===== src/rtl/mult8_rr_sched_if.sv =====
// mult8_rr_sched_if: two operand requesters plus one result consumer, with status
interface mult8_rr_sched_if;
    logic        req0_valid;
    logic        req0_ready;
    logic [7:0]  req0_a;
    logic [7:0]  req0_b;
    logic        req1_valid;
    logic        req1_ready;
    logic [7:0]  req1_a;
    logic [7:0]  req1_b;
    logic        res_valid;
    logic        res_ready;
    logic [15:0] res_p;
    logic        res_id;
    logic        busy;

    modport master (
        output req0_valid, req0_a, req0_b, req1_valid, req1_a, req1_b, res_ready,
        input  req0_ready, req1_ready, res_valid, res_p, res_id, busy
    );

    modport slave (
        input  req0_valid, req0_a, req0_b, req1_valid, req1_a, req1_b, res_ready,
        output req0_ready, req1_ready, res_valid, res_p, res_id, busy
    );
endinterface


===== src/rtl/mult8_rr_sched.sv =====
// mult8_rr_sched: round-robin 8x8 multiplier built from four passes through a 4x4 core
module main (
    input  logic [3:0] x,
    input  logic [3:0] y,
    output logic [7:0] o
);
    assign o = {4'd0, x} * {4'd0, y};
endmodule

module mult8_rr_sched #(
    parameter bit RR_INIT = 1'b0
) (
    input logic clk,
    input logic rst_n,
    mult8_rr_sched_if.slave bus
);
    typedef enum logic [1:0] {IDLE, CALC, DONE} state_t;

    state_t      state, state_d;
    logic [1:0]  step, step_d;
    logic [15:0] acc, acc_d, part;
    logic [7:0]  a, a_d, b, b_d;
    logic        id, id_d, last_grant, last_d;
    logic        gnt_any, gnt_id;
    logic [3:0]  x, y;
    logic [7:0]  o;

    main core (.x(x), .y(y), .o(o));

    // Grant a lone requester; a tie goes to whoever was not served last
    always_comb begin
        gnt_any = bus.req0_valid | bus.req1_valid;
        gnt_id = (bus.req0_valid & bus.req1_valid) ? ~last_grant : bus.req1_valid;
        bus.req0_ready = (state == IDLE) & gnt_any & ~gnt_id;
        bus.req1_ready = (state == IDLE) & gnt_any & gnt_id;
        bus.res_valid = state == DONE;
        bus.res_p = bus.res_valid ? acc : 16'd0;
        bus.res_id = bus.res_valid & id;
        bus.busy = state != IDLE;
    end

    // Pick the nibble pair for this step and its weight; the core sees zeros outside CALC
    always_comb begin
        x = (state != CALC) ? 4'd0 : step[0] ? a[7:4] : a[3:0];
        y = (state != CALC) ? 4'd0 : step[1] ? b[7:4] : b[3:0];
        part = (step == 2'd3) ? {o, 8'd0} : (step == 2'd0) ? {8'd0, o} : {4'd0, o, 4'd0};
    end

    // Next state: accept in IDLE, accumulate four partials in CALC, hold the result in DONE
    always_comb begin
        state_d = state;
        step_d = step;
        acc_d = acc;
        a_d = a;
        b_d = b;
        id_d = id;
        last_d = last_grant;
        if (state == IDLE && gnt_any) begin
            state_d = CALC;
            step_d = 2'd0;
            acc_d = 16'd0;
            a_d = gnt_id ? bus.req1_a : bus.req0_a;
            b_d = gnt_id ? bus.req1_b : bus.req0_b;
            id_d = gnt_id;
            last_d = gnt_id;
        end else if (state == CALC) begin
            acc_d = acc + part;
            step_d = step + 2'd1;
            state_d = (step == 2'd3) ? DONE : CALC;
        end else if (state == DONE && bus.res_ready) begin
            state_d = IDLE;
        end
    end

    // State and datapath registers; reset drops any transaction in flight
    always_ff @(posedge clk or negedge rst_n) begin
        if (!rst_n) begin
            state <= IDLE;
            step <= 2'd0;
            acc <= 16'd0;
            a <= 8'd0;
            b <= 8'd0;
            id <= 1'b0;
            last_grant <= ~RR_INIT;
        end else begin
            state <= state_d;
            step <= step_d;
            acc <= acc_d;
            a <= a_d;
            b <= b_d;
            id <= id_d;
            last_grant <= last_d;
        end
    end
endmodule

===== src/flat_wrapper.sv =====
// flat-port wrapper written by rule: the top's interface ports become plain ports
module mult8_rr_sched_flat 
#(
    parameter bit RR_INIT = 1'b0
)
  (clk, rst_n, bus_req0_valid, bus_req0_a, bus_req0_b, bus_req1_valid, bus_req1_a, bus_req1_b, bus_res_ready, bus_req0_ready, bus_req1_ready, bus_res_valid, bus_res_p, bus_res_id, bus_busy);
  mult8_rr_sched_if bus_i ();
  input logic clk;
  input logic rst_n;
  input wire logic [$bits(bus_i.req0_valid)-1:0] bus_req0_valid;
  input wire logic [$bits(bus_i.req0_a)-1:0] bus_req0_a;
  input wire logic [$bits(bus_i.req0_b)-1:0] bus_req0_b;
  input wire logic [$bits(bus_i.req1_valid)-1:0] bus_req1_valid;
  input wire logic [$bits(bus_i.req1_a)-1:0] bus_req1_a;
  input wire logic [$bits(bus_i.req1_b)-1:0] bus_req1_b;
  input wire logic [$bits(bus_i.res_ready)-1:0] bus_res_ready;
  output wire logic [$bits(bus_i.req0_ready)-1:0] bus_req0_ready;
  output wire logic [$bits(bus_i.req1_ready)-1:0] bus_req1_ready;
  output wire logic [$bits(bus_i.res_valid)-1:0] bus_res_valid;
  output wire logic [$bits(bus_i.res_p)-1:0] bus_res_p;
  output wire logic [$bits(bus_i.res_id)-1:0] bus_res_id;
  output wire logic [$bits(bus_i.busy)-1:0] bus_busy;
  assign bus_i.req0_valid = bus_req0_valid;
  assign bus_i.req0_a = bus_req0_a;
  assign bus_i.req0_b = bus_req0_b;
  assign bus_i.req1_valid = bus_req1_valid;
  assign bus_i.req1_a = bus_req1_a;
  assign bus_i.req1_b = bus_req1_b;
  assign bus_i.res_ready = bus_res_ready;
  assign bus_req0_ready = bus_i.req0_ready;
  assign bus_req1_ready = bus_i.req1_ready;
  assign bus_res_valid = bus_i.res_valid;
  assign bus_res_p = bus_i.res_p;
  assign bus_res_id = bus_i.res_id;
  assign bus_busy = bus_i.busy;
  mult8_rr_sched #(.RR_INIT(RR_INIT)) u_core (.clk(clk), .rst_n(rst_n), .bus(bus_i));
endmodule

===== config.mk =====
export PLATFORM = sky130hd
export DESIGN_NAME = mult8_rr_sched_flat
export DESIGN_NICKNAME = d
export VERILOG_FILES = /design/src/rtl/mult8_rr_sched_if.sv /design/src/rtl/mult8_rr_sched.sv /design/src/flat_wrapper.sv
export SDC_FILE = /design/constraint.sdc
export NUM_CORES = 1
export LEC_CHECK = 0
export BUFFER_PORTS_ARGS = -buffer_cell sky130_fd_sc_hd__buf_2
export CORE_ASPECT_RATIO = 0.5
export CORE_MARGIN = 4
export CORE_UTILIZATION = 40
export CTS_CLUSTER_SIZE = 10
export DETAILED_ROUTE_END_ITERATION = 10
export PLACE_DENSITY = 0.7
export SYNTH_ARGS = -nofsm -noshare
export SYNTH_HDL_FRONTEND = slang
export SYNTH_SLANG_ARGS = --single-unit

===== constraint.sdc =====
create_clock -name clk -period 9.33 [get_ports clk]
set_input_delay 1.3995 -clock clk [delete_from_list [all_inputs] [get_ports clk]]
set_output_delay 1.3995 -clock clk [all_outputs]
set_load 0.005 [all_outputs]

; Yosys cells after proc, flatten, opt, wreduce, memory -nomap -nowiden
; Cells that the tools add are included.
[totals]
register_bits = 38
latch_bits = 0
rom_bits = 0
elab_cells = 47
inputBits = 37
n_memories = 0
ram_bits = 0
[op_classes]
bitwise_logic = 8
n_eq_ne = 4
n_reduce_logical = 7
mux = 18
order_cmp = 0
n_addsub = 2
n_div = 0
shift = 0
n_mul = 1
[op_table]
columns = op, n
row1 = two-way mux 16 bit, 4
row2 = adder 16 bit, 1
row3 = two-way mux 4 bit, 4
row4 = two-way mux 8 bit, 2
row5 = two-way mux 12 bit, 1
row6 = two-way mux 2 bit, 6
row7 = multiplier 4 x 4 -> 8 bit, 1
row8 = AND 1 bit, 5
row9 = "equality test 2 bit, second input constant", 2
row10 = logical NOT 2 bit, 2
row11 = nonzero test 2 bit, 2
row12 = nonzero test 3 bit, 1
row13 = "adder 2 x 1 -> 2 bit, second input constant", 1
row14 = "equality test 2 x 1 -> 1 bit, second input constant", 1
row15 = logical AND 1 bit, 2
row16 = "!= test 2 x 1 -> 1 bit, second input constant", 1
row17 = NOT 1 bit, 2
row18 = two-way mux 1 bit, 1
row19 = bitwise OR 1 bit, 1

; Longest topological paths before layout
[depth]
depth_word = 8
depth_mapped = 24

; Modules after synthesis
; Synthesis repeated with hierarchy kept, for this count alone.
[hier_totals]
hier_cells = 360
hier_area_um2 = 3171.8
[by_module_without_submodules]
columns = mod, seq_area_each_um2, cells_each, instances, area_per_inst_um2
row1 = mult8_rr_sched, 952.2, 309, 1, 2707.6
row2 = main, 0.0, 51, 1, 464.2

; Worst setup path before layout
; No wires, ideal clock.
[synth_timing]
kind = register to register
start = register u_core.state[0]
end = register u_core.acc[14]
stages_incl_launch_ff = 22
period_less_slack_ns = 5.119
slack_ns = 4.211
arrival_ns = 4.987
setup_time_ns = 0.131
n_path_buf = 2
path_cell_list = dfrtp_1 > nor2b_1 > clkbuf_1 > clkbuf_1 > nand3_1 > fa_1 > inv_1 > fa_1 > ha_1 > a211oi_1 > o21bai_1 > a21oi_1 > xor2_1 > a211oi_1 > ha_1 > a2111oi_4 > o21ai_2 > a41oi_2 > nor2_1 > a221o_1 > xnor2_1 > o21ai_1
[synth_between]
elab_chain_len = 8
elab_cells_between_ends = 13
cone_classes = add/sub: 1 / mul: 1 / eq/ne: 2 / mux: 6 / reduce/logical: 3
[synth_rtl]
columns = element, line
row1 = from (decl), mult8_rr_sched.sv:19  ; state_t state, state_d;
row2 = from (signal assigned), mult8_rr_sched.sv:86  ; state <= state_d;
row3 = != test 2 x 1 -> 1 bit, "mult8_rr_sched.sv:44, mult8_rr_sched.sv:45"
row4 = "two-way mux 4 bit, on equally long branches", "mult8_rr_sched.sv:44, mult8_rr_sched.sv:45"
row5 = multiplier 4 x 4 -> 8 bit, mult8_rr_sched.sv:7  ; assign o = {4'd0, x} * {4'd0, y};
row6 = two-way mux 12 bit, mult8_rr_sched.sv:46  ; part = (step == 2'd3) ? {o, 8'd0} : (step == 2'd0) ? {8'd0, o} : {4'd0, o, 4'd0};
row7 = two-way mux 16 bit, mult8_rr_sched.sv:46
row8 = adder 16 bit, mult8_rr_sched.sv:67  ; acc_d = acc + part;
row9 = two-way mux 16 bit, mult8_rr_sched.sv:66  ; end else if (state == CALC) begin
row10 = two-way mux 16 bit, mult8_rr_sched.sv:58  ; if (state == IDLE && gnt_any) begin
row11 = to (signal assigned), mult8_rr_sched.sv:80  ; acc <= 16'd0;
row12 = to (signal assigned), mult8_rr_sched.sv:88  ; acc <= acc_d;
row13 = to (decl), mult8_rr_sched.sv:21  ; logic [15:0] acc, acc_d, part;
; Several ways; a longest one is shown, not always the timed one. The select of a mux whose other input is x is not followed.
; A chain may end at the register's enable or synchronous reset.

; Final worst setup path
; Same ends and word-level chain as after synthesis.

==> results.txt <==
fraction of final layout cells with drive strength greater than 1 = 0.2146
clk_skew = 0.005652 ns
number of library cell types mapped by synthesis = 44
TritonCTS clock tree = yes
antenna diode instance count = 0
average wire length per cell after detail routing = 14.00 um
Post-Synthesis Cell Area = 3034 um^2
via density per instance = 5.272
run status = complete, no violations
area of combinational cells with multiple inputs = 1918 um^2
Synth async-reset ratio = 1.000
# fillers = 693
Post-Synthesis Cells = 343
post-layout net count = 466
Syn Area/Cell = 8.846 um^2
Rows = 22
max_slew headroom = 0.3157
CTS clk-pin slew, worst paths = 0.06 ns
final worst path period need = 5.939 ns
synthesis-stage register bit count = 38
Tot GR Track Use = 0.1560
H-tree depth = 2
core area = 7350 um^2
vias after detailed routing = 2594
P per Cell Area = 102.2 nW/um^2
final worst path period share = 0.6366
class of the tightest hold or removal check = flip-flop to flip-flop
area of the die = 9127 um^2
dominant register cell in the synthesized netlist = sky130_fd_sc_hd__dfrtp_1
data required time at the worst endpoint = 9.46 ns
clk_lat worst skew = 0.28 ns
setup repair after global routing missed its margin = no
share of the core filled with cells in the final layout = 0.4835
sort of element at the end of the critical path = flip-flop
TritonCTS buffer count = 5
Seq/Total Area, Yosys = 0.3138
count of unresolved DRC violations after routing = 0
count of warnings emitted by yosys = 0
number of max-capacitance violations reported = 0
Initial Utilization = 0.4128
num ports = 58
worst ir drop on vdd = 0.00006292 V
Post CTS Setup Buffer Count = 0
number of synthesized flops with an enable pin = 0
most common cell after layout, fill and taps aside = sky130_fd_sc_hd__buf_2
static leakage = 1.870 nW
height of the chip = 69.59 um
number of DRC violations after detailed-routing iteration 0 = 124
synthesized netlist net count = 414
highest cell delay on the worst timing path = 0.83 ns
number of cells traversed by the worst register-to-register path = 19
reg2reg end = u_core.acc[14]
Final setup viols = 0
crit start category = flip-flop
Worst-Margin Slew = 1.024 ns
pin count of the biggest net entering global routing = 39
Longest Clk Path Bufs = 2
Max Freq = 168.4 MHz
final estimated routing congestion in global placement = 0.8569
CP Cell Sequence = nor2b_1, nand3_1, fa_1, inv_1, fa_1, ha_1, a211oi_1, o21bai_1, a21oi_1, xor2_1, a211oi_1, ha_1, a2111oi_4, o21ai_2, a41oi_2, nor2_1, a221o_1, xnor2_1, o21ai_1
Hold Path Sink = u_core.id
drt total wl = 6.889 mm
wire length of the first global-routing pass = 11.82 mm
Setup CP Type = flip-flop to flip-flop
Register Area = 952.2 um^2
crit path max fanout = 17
critical register-to-register path startpoint = u_core.state[0]
number of iterations in the first detailed-routing pass = 6
setup slack of the worst register-to-register path = 3.39 ns
final max-slew violation count = 0
commonest cells after routing, fill and taps aside = sky130_fd_sc_hd__buf_2, sky130_fd_sc_hd__dfrtp_1, sky130_fd_sc_hd__ha_1, sky130_fd_sc_hd__inv_1, sky130_fd_sc_hd__nand2_1
number of global-route vias before repair = 2533
dpl hpwl = 5.254 mm
layout overhead on the synthesized area = 17.11%
source of the worst hold timing path = u_core.id
Max stage delay cell, worst path = sky130_fd_sc_hd__nor2b_1
critical path data arrival time = 6.07 ns
Final ANT Viol Nets = 0
total congestion overflow after global routing = 0
total power draw = 363.3 uW
Hold Path Depth = 1
CTS hold repair buffers = 0
number of clock sinks seen by CTS = 38
final hold vios = 0
I/O Buffers = 57
Setup Total Neg Slack = 0 ns
PostCTS Resize Cnt = 0
Die W = 131.2 um
Root Buffer = sky130_fd_sc_hd__clkbuf_16
antenna violations before repair = 0
-- report_power, final --
part           internal [mW]  leakage, nW  switching, mW  total [mW]
Combinational         0.0107         1.40        0.00993      0.0206
Clock                 0.0989       0.0698         0.0699       0.169
Sequential             0.171        0.396        0.00337       0.174
-- cell families after synthesis --
logic type / Yosys count / share of synthesized area
multiplexers: 10 / 0.03629
adder cells (fa/ha/maj): 34 / 0.1526
AO/OA/AOI/OAI: 90 / 0.2206
AND/OR/NAND/NOR: 110 / 0.1724
flip-flops: 38 / 0.3138
buffers and inverters: 44 / 0.05526
XOR/XNOR: 17 / 0.04907
-- routing by layer --
| metal | up-vias | wire length, um | track usage |
|---|---|---|---|
| li1 | 1337 | - | - |
| met1 | 1196 | 3519 | 0.2207 |
| met2 | 57 | 3053 | 0.2483 |
| met3 | 4 | 270 | 0.03043 |
| met4 | 0 | 46 | 0.03609 |
| met5 | - | 0 | 0 |
-- cell usage after synthesis, drive strengths merged, types with 3 or more instances --
| cell type | count | area share |
|---|---|---|
| dfrtp | 37 | 0.31 |
| ha | 29 | 0.12 |
| inv | 29 | 0.036 |
| nand2 | 28 | 0.035 |
| o21ai | 28 | 0.047 |
| nor2 | 27 | 0.033 |
| nand3 | 23 | 0.038 |
| and2 | 20 | 0.041 |
| a222oi | 16 | 0.053 |
| clkbuf | 13 | 0.016 |
| a21o | 11 | 0.027 |
| a21oi | 10 | 0.016 |
| xnor2 | 10 | 0.029 |
| mux2 | 8 | 0.030 |
| xor2 | 7 | 0.020 |
| a211oi | 6 | 0.018 |
| fa | 5 | 0.033 |
| o21bai | 4 | 0.0099 |
| and3 | 3 | 0.0062 |
| nor2b | 3 | 0.0062 |
-- registers in the layout, summed over array words and instances, names as in the netlist --
| name | cells |
|---|---|
| u_core.step | 2 |
| u_core.acc | 16 |
| u_core.b | 8 |
| u_core.id | 1 |
| u_core.last_grant | 1 |
| u_core.state | 2 |
| u_core.a | 8 |
-- worst max-delay path by stage --
stage / startpoint / endpoint / slack, ns / cells past startpoint
3_5_place_dp: u_core.state[0] / u_core.acc[14] / 3.42 / 19
4_1_cts: u_core.state[0] / u_core.acc[14] / 3.40 / 19
3_3_place_gp: u_core.state[0] / u_core.acc[14] / 3.68 / 19
6_report: u_core.state[0] / u_core.acc[14] / 3.39 / 19
5_1_grt: u_core.state[0] / u_core.acc[14] / 2.79 / 19
2_1_floorplan: u_core.state[0] / u_core.acc[14] / 4.21 / 21
-- cell type report --
class                   instances  area share
well taps                      96     0.03380
inverters                      29     0.03063
clock buffers                   5     0.03521
multi-input cells             261      0.5398
repair buffers                 60     0.08662
flip-flops and latches         38      0.2680
clock inverters                 3    0.005986
-- critical path, delay by kind of cell, from the launching register on --
kind	cells	cell delay, ns
compound gates	9	2.13
buf+inv	1	0.06
fa+ha+maj	4	1.77
simple gates	3	1.15
flops	1	0.41
xor+xnor	2	0.24
-- through the flow --
| stage | cells | hold WS (ns) | setup WS [ns] | area (um^2) |
|---|---|---|---|---|
| 3_5_place_dp | 484 | 0.4608 | 3.422 | 3407 |
| 4_1_cts | 492 | 0.4813 | 3.401 | 3553 |
| 2_1_floorplan | 343 | 0.4413 | 4.211 | 3034 |
| 3_3_place_gp | 484 | 0.4570 | 3.684 | 3407 |
| 5_1_grt | 492 | 0.4961 | 2.794 | 3553 |
| 6_report | 492 | 0.4811 | 3.391 | 3553 |
(Power assumes the default switching activity.)
